==> src/rtl/mdu_pkg.sv <==
// mdu_pkg: shared definitions for the MDU issue controller.
//   e_kind_t  - E-stage MDU instruction kinds as decoded upstream
//   mdu_op_t  - operation code presented to the MDU with Start
//   state_t   - issue controller FSM states
//   *_LAT_DEF - default Busy latencies of the MDU in cycles
package mdu_pkg;

  typedef enum logic [2:0] {
    KMulu = 3'd0,
    KMul  = 3'd1,
    KDivu = 3'd2,
    KDiv  = 3'd3,
    KMthi = 3'd4,
    KMtlo = 3'd5,
    KMfhi = 3'd6,
    KMflo = 3'd7
  } e_kind_t;

  typedef enum logic [1:0] {
    OpMulu = 2'd0,
    OpMul  = 2'd1,
    OpDivu = 2'd2,
    OpDiv  = 2'd3
  } mdu_op_t;

  typedef enum logic [1:0] {
    StIdle    = 2'd0,
    StRun     = 2'd1,
    StErrHold = 2'd2
  } state_t;

  localparam int unsigned MUL_LAT_DEF = 5;
  localparam int unsigned DIV_LAT_DEF = 10;
  localparam int unsigned CNT_W_DEF   = 4;

  // Kinds 0-3 need the MDU datapath; kinds 4-7 only touch HI/LO.
  function automatic logic is_muldiv(input logic [2:0] kind);
    return ~kind[2];
  endfunction

endpackage

==> src/rtl/mdu_issue_ctrl_if.sv <==
// mdu_issue_ctrl_if: strobe/busy handshake between the E-stage issue controller and the MDU.
//   Start    - start a multiply/divide (one cycle)
//   MDUOp    - operation code, valid with Start
//   HIWrite  - mthi write strobe
//   LOWrite  - mtlo write strobe
//   MDU_Busy - MDU is computing
// master: issue controller side; slave: MDU side.
interface mdu_issue_ctrl_if;

  logic       Start;
  logic [1:0] MDUOp;
  logic       HIWrite;
  logic       LOWrite;
  logic       MDU_Busy;

  modport master (
    output Start,
    output MDUOp,
    output HIWrite,
    output LOWrite,
    input  MDU_Busy
  );

  modport slave (
    input  Start,
    input  MDUOp,
    input  HIWrite,
    input  LOWrite,
    output MDU_Busy
  );

endinterface

==> src/rtl/mdu_lat_counter.sv <==
// mdu_lat_counter: latency down-counter for the MDU issue controller.
//   Clk, Reset_n - clock, asynchronous active-low reset
//   load         - load load_val (highest priority)
//   clr          - force count to zero
//   dec          - decrement, saturating at zero
//   cnt          - current count
//   zero         - cnt == 0
module mdu_lat_counter #(
  parameter int unsigned CNT_W = 4
) (
  input  logic             Clk,
  input  logic             Reset_n,
  input  logic             load,
  input  logic             clr,
  input  logic             dec,
  input  logic [CNT_W-1:0] load_val,
  output logic [CNT_W-1:0] cnt,
  output logic             zero
);

  logic [CNT_W-1:0] cnt_q, cnt_d;

  always_comb begin
    cnt_d = cnt_q;
    if (load) begin
      cnt_d = load_val;
    end else if (clr) begin
      cnt_d = '0;
    end else if (dec && (cnt_q != '0)) begin
      cnt_d = cnt_q - 1'b1;
    end
  end

  always_ff @(posedge Clk or negedge Reset_n) begin
    if (!Reset_n) begin
      cnt_q <= '0;
    end else begin
      cnt_q <= cnt_d;
    end
  end

  assign cnt  = cnt_q;
  assign zero = (cnt_q == '0);

endmodule

==> src/rtl/mdu_issue_ctrl.sv <==
// mdu_issue_ctrl: E-stage initiator for the multiply/divide unit.
//   Clk, Reset_n - clock, asynchronous active-low reset
//   E_Req        - E-stage instruction is an MDU instruction
//   E_Kind       - MDU instruction kind (mdu_pkg::e_kind_t)
//   Flush        - flush of E this cycle; blocks every strobe
//   mdu          - Start/MDUOp/HIWrite/LOWrite out, MDU_Busy in
//   Stall        - hold F/D/E while an MDU result is pending
//   ProtoErr     - sticky: MDU_Busy disagreed with the expected latency
module mdu_issue_ctrl
  import mdu_pkg::*;
#(
  parameter int unsigned MUL_LAT = MUL_LAT_DEF,
  parameter int unsigned DIV_LAT = DIV_LAT_DEF,
  parameter int unsigned CNT_W   = CNT_W_DEF
) (
  input  logic                Clk,
  input  logic                Reset_n,
  input  logic                E_Req,
  input  logic [2:0]          E_Kind,
  input  logic                Flush,
  mdu_issue_ctrl_if.master    mdu,
  output logic                Stall,
  output logic                ProtoErr
);

  state_t           state_q, state_d;
  logic             err_q, err_d;
  logic             start_q;
  logic             stall;
  logic             issue;
  logic             issue_md;
  logic             cnt_load, cnt_clr, cnt_dec;
  logic [CNT_W-1:0] cnt_load_val;
  logic [CNT_W-1:0] cnt;
  logic             cnt_zero;

  // Outputs are gated by Reset_n so nothing strobes while the MDU is held in reset.
  assign stall    = Reset_n & E_Req & ~Flush & ((state_q != StIdle) | mdu.MDU_Busy);
  assign issue    = Reset_n & E_Req & ~Flush & ~stall;
  assign issue_md = issue & is_muldiv(E_Kind);

  assign Stall       = stall;
  assign ProtoErr    = err_q;
  assign mdu.Start   = issue_md;
  assign mdu.MDUOp   = issue_md ? E_Kind[1:0] : 2'b00;
  assign mdu.HIWrite = issue & (E_Kind == KMthi);
  assign mdu.LOWrite = issue & (E_Kind == KMtlo);

  assign cnt_load_val = E_Kind[1] ? CNT_W'(DIV_LAT) : CNT_W'(MUL_LAT);

  mdu_lat_counter #(
    .CNT_W (CNT_W)
  ) u_cnt (
    .Clk      (Clk),
    .Reset_n  (Reset_n),
    .load     (cnt_load),
    .clr      (cnt_clr),
    .dec      (cnt_dec),
    .load_val (cnt_load_val),
    .cnt      (cnt),
    .zero     (cnt_zero)
  );

  always_comb begin
    state_d  = state_q;
    err_d    = err_q;
    cnt_load = 1'b0;
    cnt_clr  = 1'b0;
    cnt_dec  = 1'b0;

    case (state_q)
      StIdle: begin
        // Busy with no Start behind it means the MDU is running on its own or ran late.
        if (mdu.MDU_Busy && !start_q) begin
          err_d = 1'b1;
        end
        if (issue_md) begin
          cnt_load = 1'b1;
          state_d  = StRun;
        end
      end

      StRun: begin
        cnt_dec = 1'b1;
        if (!mdu.MDU_Busy) begin
          // Busy dropped before the expected latency elapsed.
          if (!cnt_zero) begin
            err_d = 1'b1;
          end
          cnt_clr = 1'b1;
          state_d = StIdle;
        end else if (cnt_zero) begin
          err_d   = 1'b1;
          state_d = StErrHold;
        end else if (cnt == CNT_W'(1)) begin
          // Last expected Busy cycle: leave now so a dependent instruction can issue
          // in the following cycle, where Busy must already be low.
          state_d = StIdle;
        end
      end

      StErrHold: begin
        if (!mdu.MDU_Busy) begin
          state_d = StIdle;
        end
      end

      default: begin
        state_d = StIdle;
      end
    endcase
  end

  always_ff @(posedge Clk or negedge Reset_n) begin
    if (!Reset_n) begin
      state_q <= StIdle;
      err_q   <= 1'b0;
      start_q <= 1'b0;
    end else begin
      state_q <= state_d;
      err_q   <= err_d;
      start_q <= issue_md;
    end
  end

endmodule

==> src/flat_wrapper.sv <==
// flat-port wrapper written by rule: the top's interface ports become plain ports
module mdu_issue_ctrl_flat import mdu_pkg::*;
#(
  parameter int unsigned MUL_LAT = MUL_LAT_DEF,
  parameter int unsigned DIV_LAT = DIV_LAT_DEF,
  parameter int unsigned CNT_W   = CNT_W_DEF
)
  (Clk, Reset_n, E_Req, E_Kind, Flush, Stall, ProtoErr, mdu_Start, mdu_MDUOp, mdu_HIWrite, mdu_LOWrite, mdu_MDU_Busy);
  mdu_issue_ctrl_if mdu_i ();
  input  logic Clk;
  input  logic Reset_n;
  input  logic E_Req;
  input  logic [2:0] E_Kind;
  input  logic Flush;
  output logic Stall;
  output logic ProtoErr;
  output wire logic [$bits(mdu_i.Start)-1:0] mdu_Start;
  output wire logic [$bits(mdu_i.MDUOp)-1:0] mdu_MDUOp;
  output wire logic [$bits(mdu_i.HIWrite)-1:0] mdu_HIWrite;
  output wire logic [$bits(mdu_i.LOWrite)-1:0] mdu_LOWrite;
  input wire logic [$bits(mdu_i.MDU_Busy)-1:0] mdu_MDU_Busy;
  assign mdu_Start = mdu_i.Start;
  assign mdu_MDUOp = mdu_i.MDUOp;
  assign mdu_HIWrite = mdu_i.HIWrite;
  assign mdu_LOWrite = mdu_i.LOWrite;
  assign mdu_i.MDU_Busy = mdu_MDU_Busy;
  mdu_issue_ctrl #(.MUL_LAT(MUL_LAT), .DIV_LAT(DIV_LAT), .CNT_W(CNT_W)) u_core (.Clk(Clk), .Reset_n(Reset_n), .E_Req(E_Req), .E_Kind(E_Kind), .Flush(Flush), .mdu(mdu_i), .Stall(Stall), .ProtoErr(ProtoErr));
endmodule
==> config.mk <==
export PLATFORM = sky130hd
export DESIGN_NAME = mdu_issue_ctrl_flat
export DESIGN_NICKNAME = d
export VERILOG_FILES = /design/src/rtl/mdu_pkg.sv /design/src/rtl/mdu_issue_ctrl_if.sv /design/src/rtl/mdu_lat_counter.sv /design/src/rtl/mdu_issue_ctrl.sv /design/src/flat_wrapper.sv
export SDC_FILE = /design/constraint.sdc
export NUM_CORES = 1
export LEC_CHECK = 0
export BUFFER_PORTS_ARGS = -buffer_cell sky130_fd_sc_hd__clkbuf_2
export CORE_AREA = 2 2 39 41
export DETAILED_ROUTE_END_ITERATION = 10
export DIE_AREA = 0 0 41 43
export PLACE_DENSITY_LB_ADDON = 0.05
export SLEW_MARGIN = 20
export SYNTH_ARGS = -nofsm -noshare
export SYNTH_HDL_FRONTEND = slang
export SYNTH_HIERARCHICAL = 1
export SYNTH_SLANG_ARGS = --single-unit
==> constraint.sdc <==
create_clock -name Clk -period 3.95 [get_ports Clk]
set_input_delay 0.79 -clock Clk [delete_from_list [all_inputs] [get_ports Clk]]
set_output_delay 0.79 -clock Clk [all_outputs]
set_load 0.05 [all_outputs]
### Yosys cells after proc, flatten, opt, wreduce, memory -nomap -nowiden

Index checks and enable logic that the tools add are counted.

* output and inout bits: 7
* input bits: 8
* flip-flop bits (word level): 8

* bitwise gates (word level): 11
* equal/unequal tests: 11
* mux-type cells: 21
* reductions and logical operators: 11
* add/sub/neg operators: 1

Operator list (count)
* $mux 4: 4
* $mux 2: 6
* $mux 1: 9
* $and 1x1->1: 7
* $eq 3x3->1 const B: 2
* $pmux 2 s3: 1
* $eq 4x1->1 const B: 1
* $logic_not 4->1: 1
* $ne 2x1->1 const B: 2
* $ne 4x2->1 const B: 1
* $reduce_and 4->1: 1
* $reduce_bool 2->1: 2
* $reduce_bool 4->1: 1
* $sub 4x1->4 const B: 1
* $ne 3x2->1 const B: 1
* $ne 3x3->1 const B: 1
* $not 1->1: 3
* $reduce_and 3->1: 1
* $reduce_bool 3->1: 1
* $eq 2x1->1 const B: 1
* $eq 2x2->1 const B: 1
* $logic_and 1x1->1: 2
* $logic_not 2->1: 1
* $ne 2x2->1 const B: 1
* 3 further kinds: 3

### Depth between registers and ports, before layout

Gate-level depths: netlist of the first run.

* depth in word-level cells: 9
* mapped depth: 7
* mapped depth without buffers: 7

### Cells and area by module

Netlist of the first run, hierarchy kept.

By module, submodules not included
* mdu_issue_ctrl: cells an instance 28, area an instance 285.3 sq um, sequential area each 100.1 sq um, times used 1
* mdu_lat_counter: cells an instance 27, area an instance 261.5 sq um, sequential area each 100.1 sq um, times used 1

### Worst setup path before layout of the first run

OpenSTA, ideal clock, no wires.

* path kind: input port to output port
* start: input mdu_MDU_Busy
* end: output mdu_MDUOp[0]
* path slack: 0.297 ns
* buffers on the path: 0
* cell stages on the path: 3
* data required time: 3.160 ns
* arrival time: 2.863 ns
* path through: nor3_1 -> nor3b_1 -> and2_1

* word-level cells in the longest chain between the ends: 6

Ends and longest elaborated chain
* start, declared: line flat_wrapper.sv:21 `input wire logic [$bits(mdu_i.MDU_Busy)-1:0] mdu_MDU_Busy;`
* $or 1x1->1: line mdu_issue_ctrl.sv:38 `assign stall = Reset_n & E_Req & ~Flush & ((state_q != StIdle) | mdu.MDU_Busy);`
* $and 1x1->1: line mdu_issue_ctrl.sv:38
* $not 1->1: line mdu_issue_ctrl.sv:39 `assign issue = Reset_n & E_Req & ~Flush & ~stall;`
* $and 1x1->1: line mdu_issue_ctrl.sv:39
* $and 1x1->1: line mdu_issue_ctrl.sv:40 `assign issue_md = issue & is_muldiv(E_Kind);`
* net mdu_Start: line flat_wrapper.sv:17 `output wire logic [$bits(mdu_i.Start)-1:0] mdu_Start;`
* $mux 2: line mdu_issue_ctrl.sv:45 `assign mdu.MDUOp = issue_md ? E_Kind[1:0] : 2'b00;`
* end, declared: line flat_wrapper.sv:18 `output wire logic [$bits(mdu_i.MDUOp)-1:0] mdu_MDUOp;`

The timed path passes the listed nets, and every way through them passes these cells.

### Worst setup path in the final report of the first run

* start: input Reset_n
* end: output mdu_HIWrite

* word-level cells in the longest chain between the ends: 6

Ends and longest elaborated chain
* start, declared: line flat_wrapper.sv:11 `input logic Reset_n;`
* $and 1x1->1 (*) (2 in series): line mdu_issue_ctrl.sv:38, mdu_issue_ctrl.sv:39
* $and 1x1->1: line mdu_issue_ctrl.sv:38
* $not 1->1: line mdu_issue_ctrl.sv:39
* $and 1x1->1 (*): line mdu_issue_ctrl.sv:39
* $and 1x1->1 (*): line mdu_issue_ctrl.sv:46 `assign mdu.HIWrite = issue & (E_Kind == KMthi);`
* end, declared: line flat_wrapper.sv:19 `output wire logic [$bits(mdu_i.HIWrite)-1:0] mdu_HIWrite;`

Mark *: on every way between the ends. The rest lies on a longest branch, timed or not.

==> load_flow_metrics.sql, run 1 <==
INSERT INTO impl_metrics (metric_group, metric, value, unit) VALUES
('clock_tree', 'ctsHtreeMaxLevel', '1', ''),
('detailed_routing', 'drt_wl_total', '1130', 'um'),
('critical_path', 'critical_path.max_stage_delay', '470', 'ps'),
('global_routing', 'grt_first_pass_wirelength', '1990', 'um'),
('timing', 'period_minus_slack', '2930', 'ps'),
('die', 'die_height', '43', 'um'),
('die', 'floorplan.initialDensity', '39.5', '%'),
('pwr', 'switching_share', '36.7', '%'),
('pwr', 'total_power', '0.296', 'mW'),
('critical_path', 'timing.critical_path.cells', 'clkbuf_2 -> nand3b_4 -> or4_4 -> nor4b_4 -> clkbuf_2', ''),
('critical_path', 'critical_path.reg2reg.startpoint', 'u_core/state_q[0]', ''),
('yosys', 'ys_warn_count', '6', ''),
('critical_path', 'category_of_cells_accounting_for_the_largest_share_of_critical_path_delay', 'simple AND/OR/NAND/NOR gates', ''),
('die', 'i_o_pin_count', '15', ''),
('place', 'place_congestion', '0.718', ''),
('timing', 'finalCritPeriodShare', '74.3', '%'),
('flow_run', 'cap_viol_max_count', '0', ''),
('die', 'std_cell_rows', '14', ''),
('pwr', 'intPower', '0.188', 'mW'),
('detailed_routing', 'routed_wire_length_per_instance', '12.9', 'um'),
('yosys', 'synthDistinctLibCells', '28', ''),
('die', 'die_w', '41', 'um'),
('clock_tree', 'post_cts_hold_buffer_count', '0', ''),
('yosys', 'synth_area_leader_cell', 'sky130_fd_sc_hd__dfrtp_1', ''),
('detailed_routing', 'detail_route.iter0.violations', '6', ''),
('pwr', 'cellLeakagePower', '0.318', 'nW'),
('timing', 'drv_slew', '0', ''),
('detailed_routing', 'number_of_remaining_drc_errors', '0', ''),
('place', 'hpwl', '925', 'um'),
('global_routing', 'antenna_found_initial', '0', ''),
('critical_path', 'category_of_the_critical_setup_timing_path', 'in -> out', ''),
('die', 'dieArea', '1760', 'um2'),
('detailed_routing', 'drt_via_density', '5.42', ''),
('critical_path', 'crit_required', '3160', 'ps'),
('timing', 'setup-violations-final', '0', ''),
('clock_tree', 'numCtsBuffers', '3', ''),
('clock_tree', 'cts-resized-gates', '0', ''),
('yosys', 'synth_top_cells_by_area', 'sky130_fd_sc_hd__dfrtp_1 (37%), sky130_fd_sc_hd__ha_1 (4.6%), sky130_fd_sc_hd__nor4b_4 (4.3%)', ''),
('finish', 'diodes', '0', ''),
('clock_tree', 'cts.repair_timing.setup_buffer_count', '0', ''),
('clock_tree', 'cts.sinks', '8', ''),
('global_routing', 'grt_pass1_vias', '481', ''),
('pwr', 'power.share.clock', '20.6', '%'),
('global_routing', 'groute.layer.met2.usage', '25.9', '%'),
('timing', 'setup-tns-final', '0', 'ps'),
('critical_path', 'crit_arrival', '2140', 'ps'),
('place', 'port_buffers', '14', ''),
('pwr', 'power_switching', '0.109', 'mW'),
('die', 'design.core.area', '1380', 'um2'),
('timing', 'worstMarginPinSlew', '762', 'ps'),
('finish', 'final_layout_size_suffix_gt1_share', '33.3', '%'),
('global_routing', 'gr-usage-met1', '21.5', '%'),
('global_routing', 'grt_remaining_overflow', '0', ''),
('detailed_routing', 'vias', '477', ''),
('detailed_routing', 'dr.pass1.iters', '4', ''),
('critical_path', 'regToRegEndpoint', 'u_core/u_cnt/cnt[3]', ''),
('detailed_routing', 'antenna_violating_nets_post_route', '0', ''),
('timing', 'hold_violations', '0', ''),
('run_status', 'run_status', 'finished, final reports clean', ''),
('pwr', 'p_per_area', '450', 'nW/um2'),
('critical_path', 'r2r_cells', '5', ''),
('hold_path', 'timing.hold.worst.class', 'in -> async', ''),
('clock_tree', 'tritoncts_clock_tree', 'done', ''),
('yosys', 'number_of_storage_elements_in_the_synthesis_netlist', '8', ''),
('critical_path', 'r2r_setup_slack', '2100', 'ps'),
('finish', 'synthToLayoutAreaGrowth', '20.6', '%'),
('yosys', 'postSynthNetCount', '65', ''),
('clock_tree', 'worstSkewPairLatency', '250', 'ps'),
('critical_path', 'timing.critical_path.to_type', 'primary output', ''),
('yosys', 'mappedNetlistArea', '547', 'um2'),
('critical_path', 'critical_path.max_fanout', '9', '');
==> layout make-up <==
type	instances	area, um2
Multi-Input combinational cell	44	335
Timing Repair Buffer	14	70.1
Fill cell	130	724
Sequential cell	8	200
Inverter	3	11.3
Tap cell	16	20.0
Clock buffer	3	22.5
==> sequential cells by signal (all words and copies together), names as in the netlist <==
| name | cells |
|---|---|
| u_core/start_q | 1 |
| u_core/u_cnt/cnt | 4 |
| u_core/state_q | 2 |
| u_core/ProtoErr | 1 |
==> synthesized netlist by cell type <==
cell / instances
sky130_fd_sc_hd__nand2_1: 5
sky130_fd_sc_hd__o31ai_1: 1
sky130_fd_sc_hd__and2b_1: 1
sky130_fd_sc_hd__inv_1: 3
sky130_fd_sc_hd__nand4b_1: 1
sky130_fd_sc_hd__or4_4: 1
sky130_fd_sc_hd__mux2i_1: 2
sky130_fd_sc_hd__and2_1: 2
sky130_fd_sc_hd__ha_1: 2
sky130_fd_sc_hd__nand2b_1: 1
sky130_fd_sc_hd__nand3b_4: 1
sky130_fd_sc_hd__or4b_4: 1
sky130_fd_sc_hd__o21ai_1: 1
sky130_fd_sc_hd__nor3b_1: 2
sky130_fd_sc_hd__or4b_2: 1
sky130_fd_sc_hd__o31ai_2: 1
sky130_fd_sc_hd__a21oi_1: 1
sky130_fd_sc_hd__nor3_2: 1
sky130_fd_sc_hd__a22o_1: 2
sky130_fd_sc_hd__nor2b_1: 2
sky130_fd_sc_hd__nor3_1: 2
sky130_fd_sc_hd__nand3_1: 2
sky130_fd_sc_hd__dfrtp_1: 8
sky130_fd_sc_hd__o21ai_0: 3
sky130_fd_sc_hd__xnor2_1: 1
sky130_fd_sc_hd__a221o_1: 1
sky130_fd_sc_hd__nor2_1: 5
sky130_fd_sc_hd__nor4b_4: 1
==> cells by family (layout without fill, tap and decap cells) <==
family | count (synthesis) | in the layout | share of synthesized area, %
xor gates and xnor gates | 1 | 1 | 1.60
buffers and inverters | 3 | 20 | 2.06
muxes | 2 | 2 | 3.66
AOI/OAI and AO/OA | 10 | 10 | 13.3
and+or+nand+nor | 29 | 29 | 38.2
adders and majority gates | 2 | 2 | 4.58
DFF | 8 | 8 | 36.6
==> worst max-delay path by stage <==
| stage | slack [ps] | startpoint | to | cells past startpoint |
|---|---|---|---|---|
| final | 1020 | Reset_n | mdu_HIWrite | 5 |
| after global routing | 930 | Reset_n | mdu_HIWrite | 5 |
| after CTS | 1000 | Reset_n | mdu_HIWrite | 5 |
| after detailed placement | 1000 | Reset_n | mdu_HIWrite | 5 |
| after global placement | 1020 | Reset_n | mdu_HIWrite | 5 |
| after floorplan | 300 | mdu_MDU_Busy | mdu_MDUOp[0] | 3 |
==> power by group through the flow <==
stage	sequential, mW	combinational [mW]	clock (mW)
after floorplan	0.118	0.0859	0
after global placement	0.125	0.111	0
after detailed placement	0.125	0.112	0
after CTS	0.123	0.113	0.0637
after global routing	0.127	0.129	0.0688
final	0.123	0.112	0.0611
==> metrics by stage <==
step | hold WS (ps) | std cells | area [um2] | setup slack (ps) | util (%)
finish | 399 | 88 | 659 | 1020 | 47.6
global route | 403 | 88 | 659 | 935 | 47.6
CTS | 401 | 88 | 659 | 997 | 47.6
detailed placement | 492 | 85 | 637 | 999 | 46.0
global placement | 476 | 85 | 637 | 1020 | 46.0
floorplan | 494 | 55 | 547 | 297 | -
==> layout by cell type (no fill, tap or decap), drive strengths merged <==
master  count
nand2       5
o21ai       4
or4b        2
and2        2
inv         3
a22o        2
a221o       1
nor2b       2
a21oi       1
clkbuf     17
nand3       2
nand3b      1
nand2b      1
nand4b      1
ha          2
nor2        5
nor4b       1
mux2i       2
dfrtp       8
nor3        3
and2b       1
xnor2       1
o31ai       2
nor3b       2
or4         1
==> routing by layer <==
layer  vias up  share of wire, %
met5         -                 0
met4         0                 0
met3         0               7.3
met2        19                48
met1       222                44
li1        236                 -
Power figures use the tool's default switching activity.
==> run 2: changes to the inputs <==
clock period = 3 ns   (was 3.95 ns; I/O delays follow)
==> run 2 against run 1 <==
Effect of this change: total power rose by 31%; via count fell by 2.1%; utilization rose by 1.4 points; critical path depth fell by 1; cell count rose by 2.3%; design area rose by 3.0%; clock skew rose by 3.0 ps; non-clock buffer count rose by 2; die area did not move; register-to-register slack got worse by 950 ps; critical endpoint unchanged; largest cell class unchanged.
==> load_flow_metrics.sql, run 2 (same netlist as run 1, synthesis figures left out) <==
INSERT INTO impl_metrics (metric_group, metric, value, unit) VALUES
('clock_tree', 'cts-resized-gates', '0', ''),
('timing', 'hold_violations', '0', ''),
('critical_path', 'cpMostUsedCell', 'sky130_fd_sc_hd__clkbuf_2', ''),
('finish', 'final_layout_size_suffix_gt1_share', '36.5', '%'),
('pwr', 'cellLeakagePower', '0.329', 'nW'),
('detailed_routing', 'dr.pass1.iters', '4', ''),
('timing', 'setup-violations-final', '0', ''),
('pwr', 'power.ir.vdd_worst', '0.000230', 'V'),
('clock_tree', 'clock-root-buffer', 'sky130_fd_sc_hd__clkbuf_4', ''),
('finish', 'layout.filler_cells', '144', ''),
('pwr', 'intPower', '0.248', 'mW'),
('clock_tree', 'worstSkewPairLatency', '250', 'ps'),
('place', 'port_buffers', '14', ''),
('place', 'pre_cts_slack', '562', 'ps'),
('timing', 'unrepaired_setup_endpoints_after_global_routing', 'no', ''),
('clock_tree', 'post_cts_hold_buffer_count', '0', ''),
('place', 'place_congestion', '0.724', ''),
('clock_tree', 'cts.repair_timing.setup_buffer_count', '0', ''),
('run_status', 'run_status', 'finished, final reports clean', ''),
('finish', 'non_filler_cell_area_final', '679', 'um2'),
('clock_tree', 'cts.clk_slew.worst_paths', '50', 'ps'),
('critical_path', 'category_of_the_critical_setup_timing_path', 'in -> out', ''),
('die', 'die_w', '41', 'um'),
('hold_path', 'timing.hold.worst.class', 'in -> async', ''),
('clock_tree', 'tritoncts_clock_tree', 'done', ''),
('timing', 'drv_slew', '0', ''),
('critical_path', 'critical_path.slowest_cell', 'sky130_fd_sc_hd__or4_4', ''),
('pwr', 'comb_power_share', '38.2', '%'),
('critical_path', 'crit_arrival', '1830', 'ps'),
('clock_tree', 'cts.sinks', '8', ''),
('critical_path', 'critical_path.max_fanout', '7', ''),
('place', 'hpwl', '894', 'um'),
('die', 'std_cell_rows', '14', ''),
('timing', 'clock_skew', '5.71', 'ps'),
('critical_path', 'category_of_cells_accounting_for_the_largest_share_of_critical_path_delay', 'simple AND/OR/NAND/NOR gates', ''),
('timing', 'max-slew-margin-rel', '68.9', '%'),
('global_routing', 'grt_start_max_net_pins', '9', ''),
('die', 'i_o_pin_count', '15', ''),
('clock_tree', 'ctsHtreeMaxLevel', '1', ''),
('detailed_routing', 'antenna_violating_nets_post_route', '0', ''),
('finish', 'flip_flop_count_of_the_largest_register_after_layout', '4', ''),
('clock_tree', 'numCtsBuffers', '3', ''),
('flow_run', 'cap_viol_max_count', '0', ''),
('die', 'die_height', '43', 'um'),
('finish', 'final_common_cell', 'sky130_fd_sc_hd__clkbuf_2', ''),
('global_routing', 'grt_pass1_vias', '429', ''),
('finish', 'synthToLayoutAreaGrowth', '24.3', '%'),
('critical_path', 'timing.critical_path.cells', 'clkbuf_2 -> or4_4 -> nor4b_4 -> clkbuf_2', ''),
('pwr', 'share_seq_of_total_power', '41.3', '%'),
('global_routing', 'grt_remaining_overflow', '0', ''),
('pwr', 'switching_share', '36.2', '%'),
('pwr', 'power_switching', '0.140', 'mW'),
('detailed_routing', 'drt_via_density', '5.19', ''),
('timing', 'setup-tns-final', '0', 'ps'),
('die', 'dieArea', '1760', 'um2'),
('critical_path', 'timing.critical_path.to_type', 'primary output', ''),
('timing', 'finalCritPeriodShare', '81.0', '%'),
('timing', 'worst_slack', '571', 'ps'),
('die', 'floorplan.initialDensity', '39.5', '%'),
('finish', 'diodes', '0', ''),
('finish', 'final_net_count', '86', ''),
('timing', 'worstMarginPinSlew', '466', 'ps'),
('clock_tree', 'ctsLongestPathBuffers', '2', ''),
('die', 'design.core.area', '1380', 'um2'),
('place', 'detailed_place.area', '657', 'um2'),
('timing', 'period_minus_slack', '2430', 'ps'),
('critical_path', 'critical_path.max_stage_delay', '580', 'ps'),
('critical_path', 'cp.buffers_inverters', '2', ''),
('detailed_routing', 'drt_wl_total', '1050', 'um'),
('pwr', 'total_power', '0.388', 'mW'),
('detailed_routing', 'routed_wire_length_per_instance', '11.7', 'um'),
('pwr', 'power.share.clock', '20.5', '%'),
('critical_path', 'crit_required', '2400', 'ps'),
('global_routing', 'antenna_found_initial', '0', ''),
('detailed_routing', 'vias', '467', ''),
('global_routing', 'grt_first_pass_wirelength', '1880', 'um'),
('detailed_routing', 'number_of_remaining_drc_errors', '0', ''),
('finish', 'most_frequent_cells_in_the_layout', 'sky130_fd_sc_hd__clkbuf_2 (14), sky130_fd_sc_hd__dfrtp_1 (8), sky130_fd_sc_hd__nor2_1 (5), sky130_fd_sc_hd__nand2_1 (5)', ''),
('global_routing', 'grt_use_total', '16.6', '%'),
('pwr', 'p_per_area', '572', 'nW/um2'),
('timing', 'maxClockFrequency', '0.412', 'GHz'),
('detailed_routing', 'detail_route.iter0.violations', '3', ''),
('critical_path', 'critPathLaunchType', 'input pin', '');
## run 2: cell count changes in the layout (fill, tap and decap cells not counted), sizes merged
cell  change
buf       +2
## run 2: final timing paths
kind	cells after the start	startpoint	to	slack [ps]
setup reg to reg	5	u_core/state_q[0]	u_core/u_cnt/cnt[3]	1150
hold reg to reg	1	u_core/ProtoErr	u_core/ProtoErr	480
max in group asynchronous	2	Reset_n	u_core/u_cnt/cnt[2]	2570
setup / recovery	4	mdu_MDU_Busy	mdu_HIWrite	570
hold / removal	2	Reset_n	u_core/start_q	300
min in group Clk	1	u_core/ProtoErr	u_core/ProtoErr	480
## run 2: cell type report
cell class	count	area [um2]	area share, %
Inverter	3	11.3	1.66
Timing Repair Buffer	16	85.1	12.5
Clock buffer	3	22.5	3.31
Multi-Input combinational cell	44	340	50.1
Tap cell	16	20.0	2.95
Sequential cell	8	200	29.5
## run 2: through the flow
stage	std cells	hold slack (ps)	utilization, %
floorplan	55	304	-
global placement	87	468	47.5
detailed placement	87	485	47.5
CTS	90	301	49.1
global route	90	321	49.1
finish	90	302	49.1
## run 2: power by group through the flow
stage / Sequential (mW) / Clock [mW] / Combinational (mW)
after floorplan: 0.156 / 0 / 0.113
after global placement: 0.165 / 0 / 0.147
after detailed placement: 0.162 / 0 / 0.151
after CTS: 0.161 / 0.0833 / 0.151
after global routing: 0.166 / 0.0894 / 0.170
final: 0.160 / 0.0796 / 0.148
## run 2: metal layers
metal  routed length (um)  GRT usage, %  vias to the layer above
li1                     -             -                      242
met2                  469          21.6                       13
met1                  502          22.6                      210
met3                   62          6.28                        2
met4                   16          10.0                        0
met5                    0             0                        -
